<file path="src/rtl/haar_db_pkg.sv">
// ============================================================================
// haar_db_pkg : shared constants, word layout and FSM encoding for the
//               Haar database stage streamer.
// Revision    : 1.0
// ============================================================================
`default_nettype none

package haar_db_pkg;

  localparam int DW            = 12;
  localparam int WORD_CNT_W    = 24;

  // Tree layout: 3 rectangles x 5 fields, then threshold, left, right.
  localparam int NUM_RECTS       = 3;
  localparam int RECT_FIELDS     = 5;
  localparam int RECT_BASE_OFS   = 0;
  localparam int TREE_THRESH_OFS = RECT_BASE_OFS + NUM_RECTS * RECT_FIELDS;
  localparam int LEFT_OFS        = TREE_THRESH_OFS + 1;
  localparam int RIGHT_OFS       = LEFT_OFS + 1;

  localparam int WORDS_PER_TREE_DEF       = RIGHT_OFS + 1;
  localparam int TREES_PER_CLASSIFIER_DEF = 2;

  localparam logic [1:0] ST_IDLE   = 2'd0;
  localparam logic [1:0] ST_FETCH  = 2'd1;
  localparam logic [1:0] ST_THRESH = 2'd2;
  localparam logic [1:0] ST_DRAIN  = 2'd3;

  typedef struct packed {
    logic [DW-1:0] idx_db;
    logic [DW-1:0] idx_tree;
    logic [DW-1:0] idx_cls;
    logic          end_tree;
    logic          end_single;
    logic          end_all;
    logic          end_db;
  } db_meta_t;

  typedef struct packed {
    logic [DW-1:0] data;
    db_meta_t      meta;
  } db_word_t;

endpackage

`default_nettype wire

</file>
<file path="src/rtl/haar_db_skid.sv">
// ============================================================================
// haar_db_skid : one-entry skid register holding a database word together
//                with its indices and end flags.
// Revision     : 1.0
// ============================================================================
`default_nettype none

module haar_db_skid
  import haar_db_pkg::*;
(
  input  logic     clk,
  input  logic     reset_n,
  input  logic     i_wr,
  input  db_word_t i_word,
  input  logic     i_rd,
  output logic     o_full,
  output db_word_t o_word
);

  logic     r_full;
  db_word_t r_word;

  always_ff @(posedge clk or negedge reset_n) begin
    if (!reset_n) begin
      r_full <= 1'b0;
      r_word <= '0;
    end else if (i_wr) begin
      r_full <= 1'b1;
      r_word <= i_word;
    end else if (i_rd) begin
      r_full <= 1'b0;
    end
  end

  assign o_full = r_full;
  assign o_word = r_word;

endmodule

`default_nettype wire

</file>
<file path="src/rtl/haar_database_streamer.sv">
// ============================================================================
// haar_database_streamer : reads one cascade stage from the Haar database ROM
//                          and streams it word by word with indices and flags.
// Revision               : 1.0
// ============================================================================
`default_nettype none

module haar_database_streamer
  import haar_db_pkg::*;
#(
  parameter int DATA_WIDTH_12        = DW,
  parameter int ADDR_WIDTH           = 16,
  parameter int WORDS_PER_TREE       = WORDS_PER_TREE_DEF,
  parameter int TREES_PER_CLASSIFIER = TREES_PER_CLASSIFIER_DEF
)(
  input  logic                     clk,
  input  logic                     reset_n,
  input  logic                     start,
  input  logic [ADDR_WIDTH-1:0]    base_addr,
  input  logic [DATA_WIDTH_12-1:0] num_classifier,
  input  logic                     hold,
  output logic                     rom_rd,
  output logic [ADDR_WIDTH-1:0]    rom_addr,
  input  logic [DATA_WIDTH_12-1:0] rom_data,
  output logic [DATA_WIDTH_12-1:0] data,
  output logic                     valid,
  output logic [DATA_WIDTH_12-1:0] index_database,
  output logic [DATA_WIDTH_12-1:0] index_tree,
  output logic [DATA_WIDTH_12-1:0] index_classifier,
  output logic                     end_tree,
  output logic                     end_single_classifier,
  output logic                     end_all_classifier,
  output logic                     end_database,
  output logic                     busy
);

  localparam int WORDS_PER_CLASSIFIER = WORDS_PER_TREE * TREES_PER_CLASSIFIER;

  logic [1:0]            r_state;
  logic [ADDR_WIDTH-1:0] r_base;
  logic [WORD_CNT_W-1:0] r_tree_words;
  logic [WORD_CNT_W-1:0] r_rd_cnt;
  logic [DW-1:0]         r_rd_db;
  logic [DW-1:0]         r_rd_tree;
  logic [DW-1:0]         r_rd_cls;
  logic                  r_pend;
  db_meta_t              r_pend_meta;
  logic                  r_out_valid;
  db_word_t              r_out;

  logic     w_issue;
  logic     w_load;
  logic     w_skid_wr;
  logic     w_skid_rd;
  logic     w_skid_full;
  logic     w_last_db;
  logic     w_last_tree;
  logic     w_last_word;
  db_meta_t w_issue_meta;
  db_word_t w_arrive_word;
  db_word_t w_skid_word;

  assign w_last_db   = (r_rd_db == DW'(WORDS_PER_TREE - 1));
  assign w_last_tree = (r_rd_tree == DW'(TREES_PER_CLASSIFIER - 1));
  assign w_last_word = (r_rd_cnt == r_tree_words - WORD_CNT_W'(1));

  // A read is only issued when its returning word is guaranteed a place.
  assign w_issue   = ((r_state == ST_FETCH) || (r_state == ST_THRESH)) && !w_skid_full && !hold;
  assign w_load    = !r_out_valid || !hold;
  assign w_skid_wr = r_pend && !w_load;
  assign w_skid_rd = w_load && w_skid_full;

  always_comb begin
    w_issue_meta = '0;
    if (r_state == ST_THRESH) begin
      w_issue_meta.end_db = 1'b1;
    end else begin
      w_issue_meta.idx_db     = r_rd_db;
      w_issue_meta.idx_tree   = r_rd_tree;
      w_issue_meta.idx_cls    = r_rd_cls;
      w_issue_meta.end_tree   = w_last_db;
      w_issue_meta.end_single = w_last_db && w_last_tree;
      w_issue_meta.end_all    = w_last_word;
    end
  end

  always_comb begin
    w_arrive_word      = '0;
    w_arrive_word.data = rom_data;
    w_arrive_word.meta = r_pend_meta;
  end

  always_ff @(posedge clk or negedge reset_n) begin
    if (!reset_n) begin
      r_state      <= ST_IDLE;
      r_base       <= '0;
      r_tree_words <= '0;
      r_rd_cnt     <= '0;
      r_rd_db      <= '0;
      r_rd_tree    <= '0;
      r_rd_cls     <= '0;
    end else begin
      case (r_state)
        ST_IDLE: begin
          if (start) begin
            r_base       <= base_addr;
            r_tree_words <= WORD_CNT_W'(num_classifier) * WORD_CNT_W'(WORDS_PER_CLASSIFIER);
            r_rd_cnt     <= '0;
            r_rd_db      <= '0;
            r_rd_tree    <= '0;
            r_rd_cls     <= '0;
            r_state      <= (num_classifier == '0) ? ST_THRESH : ST_FETCH;
          end
        end
        ST_FETCH: begin
          if (w_issue) begin
            r_rd_cnt <= r_rd_cnt + WORD_CNT_W'(1);
            if (w_last_db) begin
              r_rd_db <= '0;
              if (w_last_tree) begin
                r_rd_tree <= '0;
                r_rd_cls  <= r_rd_cls + DW'(1);
              end else begin
                r_rd_tree <= r_rd_tree + DW'(1);
              end
            end else begin
              r_rd_db <= r_rd_db + DW'(1);
            end
            if (w_last_word) r_state <= ST_THRESH;
          end
        end
        ST_THRESH: begin
          if (w_issue) r_state <= ST_DRAIN;
        end
        ST_DRAIN: begin
          if (r_out_valid && !hold && r_out.meta.end_db) r_state <= ST_IDLE;
        end
        default: r_state <= ST_IDLE;
      endcase
    end
  end

  // Output register: the skid word always goes out before newer ROM data.
  always_ff @(posedge clk or negedge reset_n) begin
    if (!reset_n) begin
      r_pend      <= 1'b0;
      r_pend_meta <= '0;
      r_out_valid <= 1'b0;
      r_out       <= '0;
    end else begin
      r_pend <= w_issue;
      if (w_issue) r_pend_meta <= w_issue_meta;
      if (w_load) begin
        if (w_skid_full) begin
          r_out       <= w_skid_word;
          r_out_valid <= 1'b1;
        end else if (r_pend) begin
          r_out       <= w_arrive_word;
          r_out_valid <= 1'b1;
        end else begin
          r_out       <= '0;
          r_out_valid <= 1'b0;
        end
      end
    end
  end

  haar_db_skid u_skid (
    .clk     (clk),
    .reset_n (reset_n),
    .i_wr    (w_skid_wr),
    .i_word  (w_arrive_word),
    .i_rd    (w_skid_rd),
    .o_full  (w_skid_full),
    .o_word  (w_skid_word)
  );

  assign rom_rd                = w_issue;
  assign rom_addr              = w_issue ? (r_base + r_rd_cnt[ADDR_WIDTH-1:0]) : '0;
  assign data                  = r_out.data;
  assign valid                 = r_out_valid;
  assign index_database        = r_out.meta.idx_db;
  assign index_tree            = r_out.meta.idx_tree;
  assign index_classifier      = r_out.meta.idx_cls;
  assign end_tree              = r_out.meta.end_tree;
  assign end_single_classifier = r_out.meta.end_single;
  assign end_all_classifier    = r_out.meta.end_all;
  assign end_database          = r_out.meta.end_db;
  assign busy                  = (r_state != ST_IDLE);

endmodule

`default_nettype wire
</file>
<file path="config.mk">
export PLATFORM = sky130hd
export DESIGN_NAME = haar_database_streamer
export DESIGN_NICKNAME = d
export VERILOG_FILES = /design/src/rtl/haar_db_pkg.sv /design/src/rtl/haar_db_skid.sv /design/src/rtl/haar_database_streamer.sv
export SDC_FILE = /design/constraint.sdc
export NUM_CORES = 1
export LEC_CHECK = 0
export ABC_AREA = 1
export BUFFER_PORTS_ARGS = -buffer_cell sky130_fd_sc_hd__buf_2
export CAP_MARGIN = 10
export CORE_ASPECT_RATIO = 0.7
export CORE_MARGIN = 2
export CORE_UTILIZATION = 45
export CTS_BUF_LIST = sky130_fd_sc_hd__clkbuf_4 sky130_fd_sc_hd__clkbuf_8
export DETAILED_ROUTE_END_ITERATION = 6
export MAX_ROUTING_LAYER = met4
export SLEW_MARGIN = 10
export SYNTH_ARGS = -nofsm -noshare
export SYNTH_HDL_FRONTEND = slang
export SYNTH_SLANG_ARGS = --single-unit
export TNS_END_PERCENT = 30
</file>
<file path="constraint.sdc">
create_clock -name clk -period 2.4 [get_ports clk]
set_input_delay 0.24 -clock clk [delete_from_list [all_inputs] [get_ports clk]]
set_output_delay 0.24 -clock clk [all_outputs]
set_load 0.05 [all_outputs]
</file>
After elaboration in Yosys (flattened, before gate mapping)
Cells that the tools add are included.
Cells by class
  multiplexer cells: 31
  eq/ne operators: 13
  reduce and logical (&&, ||, !) cells: 23
  $mul: 1
  add/sub/neg operators: 6
Operator list (count)
  2-to-1 mux 12 bit: 9
  2-to-1 mux 52 bit: 2
  case mux 12 bit (2 select lines): 3
  2-to-1 mux 24 bit: 2
  case mux 24 bit (2 select lines): 1
  2-to-1 mux 39 bit: 1
  adder 12 x 1 -> 12 bit, second input constant: 3
  adder 24 x 1 -> 24 bit, second input constant: 1
  equality test 24 bit: 1
  subtractor 18 x 1 -> 19 bit, second input constant: 1
  adder 16 bit: 1
  multiplier 12 x 4 -> 16 bit, second input constant: 1
  2-to-1 mux 16 bit: 1
  inequality test 2 bit, second input constant: 7
  equality test 12 x 1 -> 1 bit, second input constant: 1
  equality test 12 x 5 -> 1 bit, second input constant: 1
  zero test 12 bit: 1
  2-to-1 mux 2 bit: 6
  AND reduction 5 bit: 2
  case mux 2 bit (4 select lines): 1
  logical AND 1 bit: 7
  nonzero test 2 bit: 3
  2-to-1 mux 1 bit: 5
  equality test 2 bit, second input constant: 2
  other kinds (7): 11
Storage, ports and cells
  bits in registers: 241
  logic and storage cells: 107

Longest topological paths before layout
  word-level depth: 6
  gate-level depth with buffers: 18

Cells and area by module
A second synthesis with hierarchy kept.
Unflattened totals
  cell total of the unflattened synthesis: 1520
  area, all modules: 12570.8 µm²
Modules (own cells, without submodules)
  haar_database_streamer: area an instance 10501.3 µm², cells each 1296, times used 1, seq. area each 4704.5 µm²
  haar_db_skid: area an instance 2069.5 µm², cells each 224, times used 1, seq. area each 1326.3 µm²

Least setup slack after synthesis
No wires, ideal clock.
  path type: flip-flop to output port
  start: register r_rd_cnt[0]
  end: output port rom_addr[12]
  setup slack: -288 ps
  cell stages (with the launch flop): 16
  arrival: 2448 ps
  required time: 2160 ps
  buffers on the path: 0
  path through: dfrtp_1 -> ha_1 -> fa_1 -> nand3_1 -> nand3_1 -> inv_1 -> nor2_1 -> nor2_1 -> o21ai_0 -> nand2_1 -> nand2_1 -> nand3_1 -> nand2_1 -> nand2_1 -> nand2_1 -> nor2_1
Between the ends
  longest elaborated chain between the ends: 2
Ends and longest elaborated chain
  start: declaration: RTL line haar_database_streamer.sv:42  | logic [WORD_CNT_W-1:0] r_rd_cnt;
  start signal: assignment: RTL line haar_database_streamer.sv:117  | r_rd_cnt <= r_rd_cnt + WORD_CNT_W'(1);
  adder 16 bit: RTL line haar_database_streamer.sv:179  | assign rom_addr = w_issue ? (r_base + r_rd_cnt[ADDR_WIDTH-1:0]) : '0;
  2-to-1 mux 16 bit: RTL line haar_database_streamer.sv:179
  end: declaration: RTL line haar_database_streamer.sv:23  | output logic [ADDR_WIDTH-1:0] rom_addr,
Every way passes these cells.

Worst setup path in the final report
Same ends and word-level chain as after synthesis.

==> results.md <==
- Status: finished with violations
- Chip height: 143 um
- Ratio of routed vias to standard cells: 5.27
- Global-route wire length before repair: 53,700 um
- Maximum fanout encountered on the critical timing path: 2
- Number of instances in the synthesized netlist: 1,468
- Clock skew: 0.0243 ns
- Clock latency reported for the late side of the worst-skew pair: 0.57 ns
- H-tree Lvls: 2
- Power after layout: 16,200 uW
- Unrepaired setup endpoints after global routing: true
- DRC violation total after the first TritonRoute iteration: 784
- WP data required: 2.16 ns
- Share of cells above drive strength 1: 0.211
- Total standard cell area after synthesis: 12,300 um^2
- Root buffer cell: sky130_fd_sc_hd__clkbuf_8
- Number of nets in the synthesized netlist: 1,558
- Register area: 6030 um^2
- Number of distinct standard cells referenced by the synthesized netlist: 47
- Critical path arrival: 2.58 ns
- Routed len/inst: 16.0 um
- Final Max Tran Viols: 0
- Final hold violation count: 0
- Maximum ir drop on the vdd rail: 0.592 mV
- Cell taking the most area after synthesis: sky130_fd_sc_hd__dfrtp_1
- Min cycle time layout: 2.82 ns
- Lkg Pwr: 0.00722 uW
- Number of input and output port buffers inserted: 114
- Detail Placement HPWL: 22,900 um
- Avg Cell Area, Syn: 8.41 um^2
- Multi-input gate area in the final layout: 5790 um^2
- EDFF count, synth: 0
- Antenna violation net count after detailed routing: 0
- Worst hold path type: in2reg
- Placed Area: 13,800 um^2
- Final critical-path share of the clock period: 1.18
- Total routed wirelength: 33,100 um
- Initial antenna violation count: 0
- Critical path start-end classification: reg2out
- Power per standard cell area: 1050 nW/um^2
- Share of flip-flops with an asynchronous set or reset after synthesis: 1.00
- Yosys warning total: 0
- Cts bufs inserted: 40
- Setup violation total in the final timing report: 14
- Post-layout utilization of the core: 0.574
- Max frequency: 0.354 GHz
- Die area: 28,800 um^2
- Total routing usage reported by global routing: 0.238
- Largest net degree at the start of global routing: 105
- Clk sink count: 241
- Post-route DRC: 0
- Total number of vias: 10,900
- Yosys top cell area share: 0.488
- Area contributors post-synth: sky130_fd_sc_hd__dfrtp_1 49%, sky130_fd_sc_hd__nand2_1 10%, sky130_fd_sc_hd__o21ai_0 5.9%, sky130_fd_sc_hd__inv_1 4.6%, sky130_fd_sc_hd__ha_1 4.5%
- Worst-margin pin slew: 0.939 ns
- Register bit total from synthesis: 241
- Post-CTS clock slew at the launch and capture registers of the worst setup and hold paths: 0.06 ns
- Post-Place Cells: 1,962
- Number of global-route vias before repair: 10,200
- CTS tree: done
- Sort of element at the end of the critical path: primary output
- Violated checks: negative setup slack
- Routability congestion estimate from global placement: 0.895
- # nets final: 1,765
- Max-cap violations: 0
- Inserted Diodes: 0
- Io pins: 115
- Post-Place Worst Slack: -0.0477 ns
- Initial cell density of the core: 0.460
- Primary FF master, synth: sky130_fd_sc_hd__dfrtp_1
- Count of non-filler cells in the finished layout: 2,067
- Maximum count of clock buffers along a single path: 3
- Sequential element share of the synthesized area: 0.488
- Type of element launching the critical path: flop
- Design area: 15,400 um^2
- # rows: 50
- Synth-to-layout area growth: 24.7%
- Number of filler cells placed in the layout: 2,444
- Headroom to the max-slew limit: 0.374
- Gr ovfl total: 0
- Final worst setup slack: -0.424 ns
- Die span in x: 202 um
- Placeable core region: 26,800 um^2
- Drt first pass iters: 5
-- path summary, 6_finish.rpt --
path                                   start                 to  slack [ns]  cells after the start
max                              r_rd_cnt[0]       rom_addr[12]       -0.42                     16
min                        num_classifier[3]    r_tree_words[5]        0.08                      4
max reg2reg                       r_state[1]       r_rd_cnt[15]        0.07                     17
min reg2reg                index_database[6]  index_database[6]        0.47                      2
max in group asynchronous            reset_n  u_skid.o_word[47]        1.38                      3
min in group asynchronous            reset_n    r_tree_words[2]        0.29                      2
-- timing repair --
item | in CTS | in global routing
setup buffers | 1 | 0
endpoints found under the setup margin | 15 | 38
hold buffers | 34 | 0
hold endpoints to repair | 116 | 0
gates resized for setup | 43 | 62
pin swaps | 3 | 6
-- registers in the layout, indices dropped and copies added (netlist names), 12 cells and up --
name,flops
index_classifier,12
index_tree,12
u_skid.o_word,52
r_rd_tree,12
r_pend_meta,40
r_rd_cls,12
r_tree_words,16
r_rd_cnt,24
index_database,12
r_base,16
r_rd_db,12
data,12
-- worst max-delay path: stages (launching register included) --
cell and delay, ns:
sky130_fd_sc_hd__dfrtp_1 0.39, sky130_fd_sc_hd__ha_2 0.20, sky130_fd_sc_hd__fa_2 0.35, sky130_fd_sc_hd__nand3_2 0.07
sky130_fd_sc_hd__nand3_2 0.07, sky130_fd_sc_hd__inv_2 0.06, sky130_fd_sc_hd__nor2_2 0.03, sky130_fd_sc_hd__nor2_2 0.11
sky130_fd_sc_hd__o21ai_2 0.07, sky130_fd_sc_hd__nand2_1 0.08, sky130_fd_sc_hd__nand2_2 0.08, sky130_fd_sc_hd__nand3_2 0.08
sky130_fd_sc_hd__nand2_2 0.05, sky130_fd_sc_hd__nand2_1 0.06, sky130_fd_sc_hd__nand2_1 0.06, sky130_fd_sc_hd__nor2_2 0.12
sky130_fd_sc_hd__buf_6 0.18
-- layout make-up --
class	instances	share of cell area
Clock buffer	63	0.0531
Inverter	160	0.0405
Tap cell	364	0.0296
Multi-Input combinational cell	1011	0.376
Timing Repair Buffer	221	0.106
Sequential cell	241	0.392
Clock inverter	7	0.00252
-- cells by family after synthesis --
group / synth area share
DFF: 0.488
AOI/OAI and AO/OA: 0.156
and+or+nand+nor: 0.207
xor gates and xnor gates: 0.0213
adders and majority gates: 0.0478
buffers and inverters: 0.0672
muxes: 0.0119
-- power breakdown --
part	internal [uW]	switching, uW
Clock	2160	1680
Combinational	2230	4520
Sequential	5010	630
-- placed cells by master (no fill, tap or decap), types with 8 or more instances in the layout --
cell and instances:
sky130_fd_sc_hd__a21oi_1 49, sky130_fd_sc_hd__nor2_2 10, sky130_fd_sc_hd__dfrtp_1 238, sky130_fd_sc_hd__o21ai_0 138
sky130_fd_sc_hd__clkbuf_8 55, sky130_fd_sc_hd__buf_4 72, sky130_fd_sc_hd__dlygate4sd3_1 34, sky130_fd_sc_hd__nand3_1 54
sky130_fd_sc_hd__a22oi_1 51, sky130_fd_sc_hd__mux2_2 13, sky130_fd_sc_hd__nor3_1 27, sky130_fd_sc_hd__inv_1 146
sky130_fd_sc_hd__xnor2_1 9, sky130_fd_sc_hd__nor2_1 91, sky130_fd_sc_hd__ha_1 35, sky130_fd_sc_hd__buf_6 10
sky130_fd_sc_hd__nand3_2 8, sky130_fd_sc_hd__nor4_1 15, sky130_fd_sc_hd__nand4_1 19, sky130_fd_sc_hd__o31ai_1 11
sky130_fd_sc_hd__buf_2 96, sky130_fd_sc_hd__xor2_1 21, sky130_fd_sc_hd__nand2_2 11, sky130_fd_sc_hd__inv_2 10
sky130_fd_sc_hd__clkbuf_4 9, sky130_fd_sc_hd__nand2_1 332, sky130_fd_sc_hd__o22ai_1 42
-- metal layers --
layer | share of wire | wire (um) | vias to the layer above | global-route usage
li1 | - | - | 5346 | -
met1 | 0.52 | 17300 | 5195 | 0.361
met2 | 0.40 | 13200 | 293 | 0.324
met3 | 0.059 | 1960 | 52 | 0.0410
met4 | 0.018 | 598 | 0 | 0.0623
met5 | 0 | 0 | - | -
-- per-stage QoR --
| step | hold slack [ns] | setup TNS [ns] |
|---|---|---|
| finish | 0.0762 | -2.71 |
| global route | 0.0985 | -5.14 |
| CTS | 0.0314 | -3.30 |
| detailed placement | 0.297 | -0.0874 |
| global placement | 0.299 | -0.0713 |
| floorplan | -0.0556 | -0.331 |
-- synth_stat cells, types with 2 or more instances --
cell type,count
sky130_fd_sc_hd__a211oi_1,4
sky130_fd_sc_hd__nor3_1,29
sky130_fd_sc_hd__xor2_1,21
sky130_fd_sc_hd__o21ai_1,3
sky130_fd_sc_hd__o21ai_0,145
sky130_fd_sc_hd__nor2_4,4
sky130_fd_sc_hd__inv_2,4
sky130_fd_sc_hd__nand2_2,2
sky130_fd_sc_hd__nor3_2,2
sky130_fd_sc_hd__nand4_1,19
sky130_fd_sc_hd__nand3b_1,2
sky130_fd_sc_hd__o31ai_1,11
sky130_fd_sc_hd__nand2_4,6
sky130_fd_sc_hd__a221oi_1,2
sky130_fd_sc_hd__buf_2,7
sky130_fd_sc_hd__o21a_1,4
sky130_fd_sc_hd__xnor2_1,9
sky130_fd_sc_hd__nor2_2,4
sky130_fd_sc_hd__clkbuf_1,48
sky130_fd_sc_hd__nor2_1,99
sky130_fd_sc_hd__mux2_2,13
sky130_fd_sc_hd__nand3_1,61
sky130_fd_sc_hd__o22ai_1,42
sky130_fd_sc_hd__a22oi_1,51
sky130_fd_sc_hd__fa_1,2
sky130_fd_sc_hd__ha_1,44
sky130_fd_sc_hd__inv_1,152
sky130_fd_sc_hd__a31oi_1,3
sky130_fd_sc_hd__dfrtp_1,241
sky130_fd_sc_hd__nor3b_1,2
sky130_fd_sc_hd__nand2_1,342
sky130_fd_sc_hd__clkinv_1,2
sky130_fd_sc_hd__nor4_1,15
sky130_fd_sc_hd__a21oi_1,59
sky130_fd_sc_hd__clkinv_2,2
Note: power is estimated with default switching activity, not from simulation.
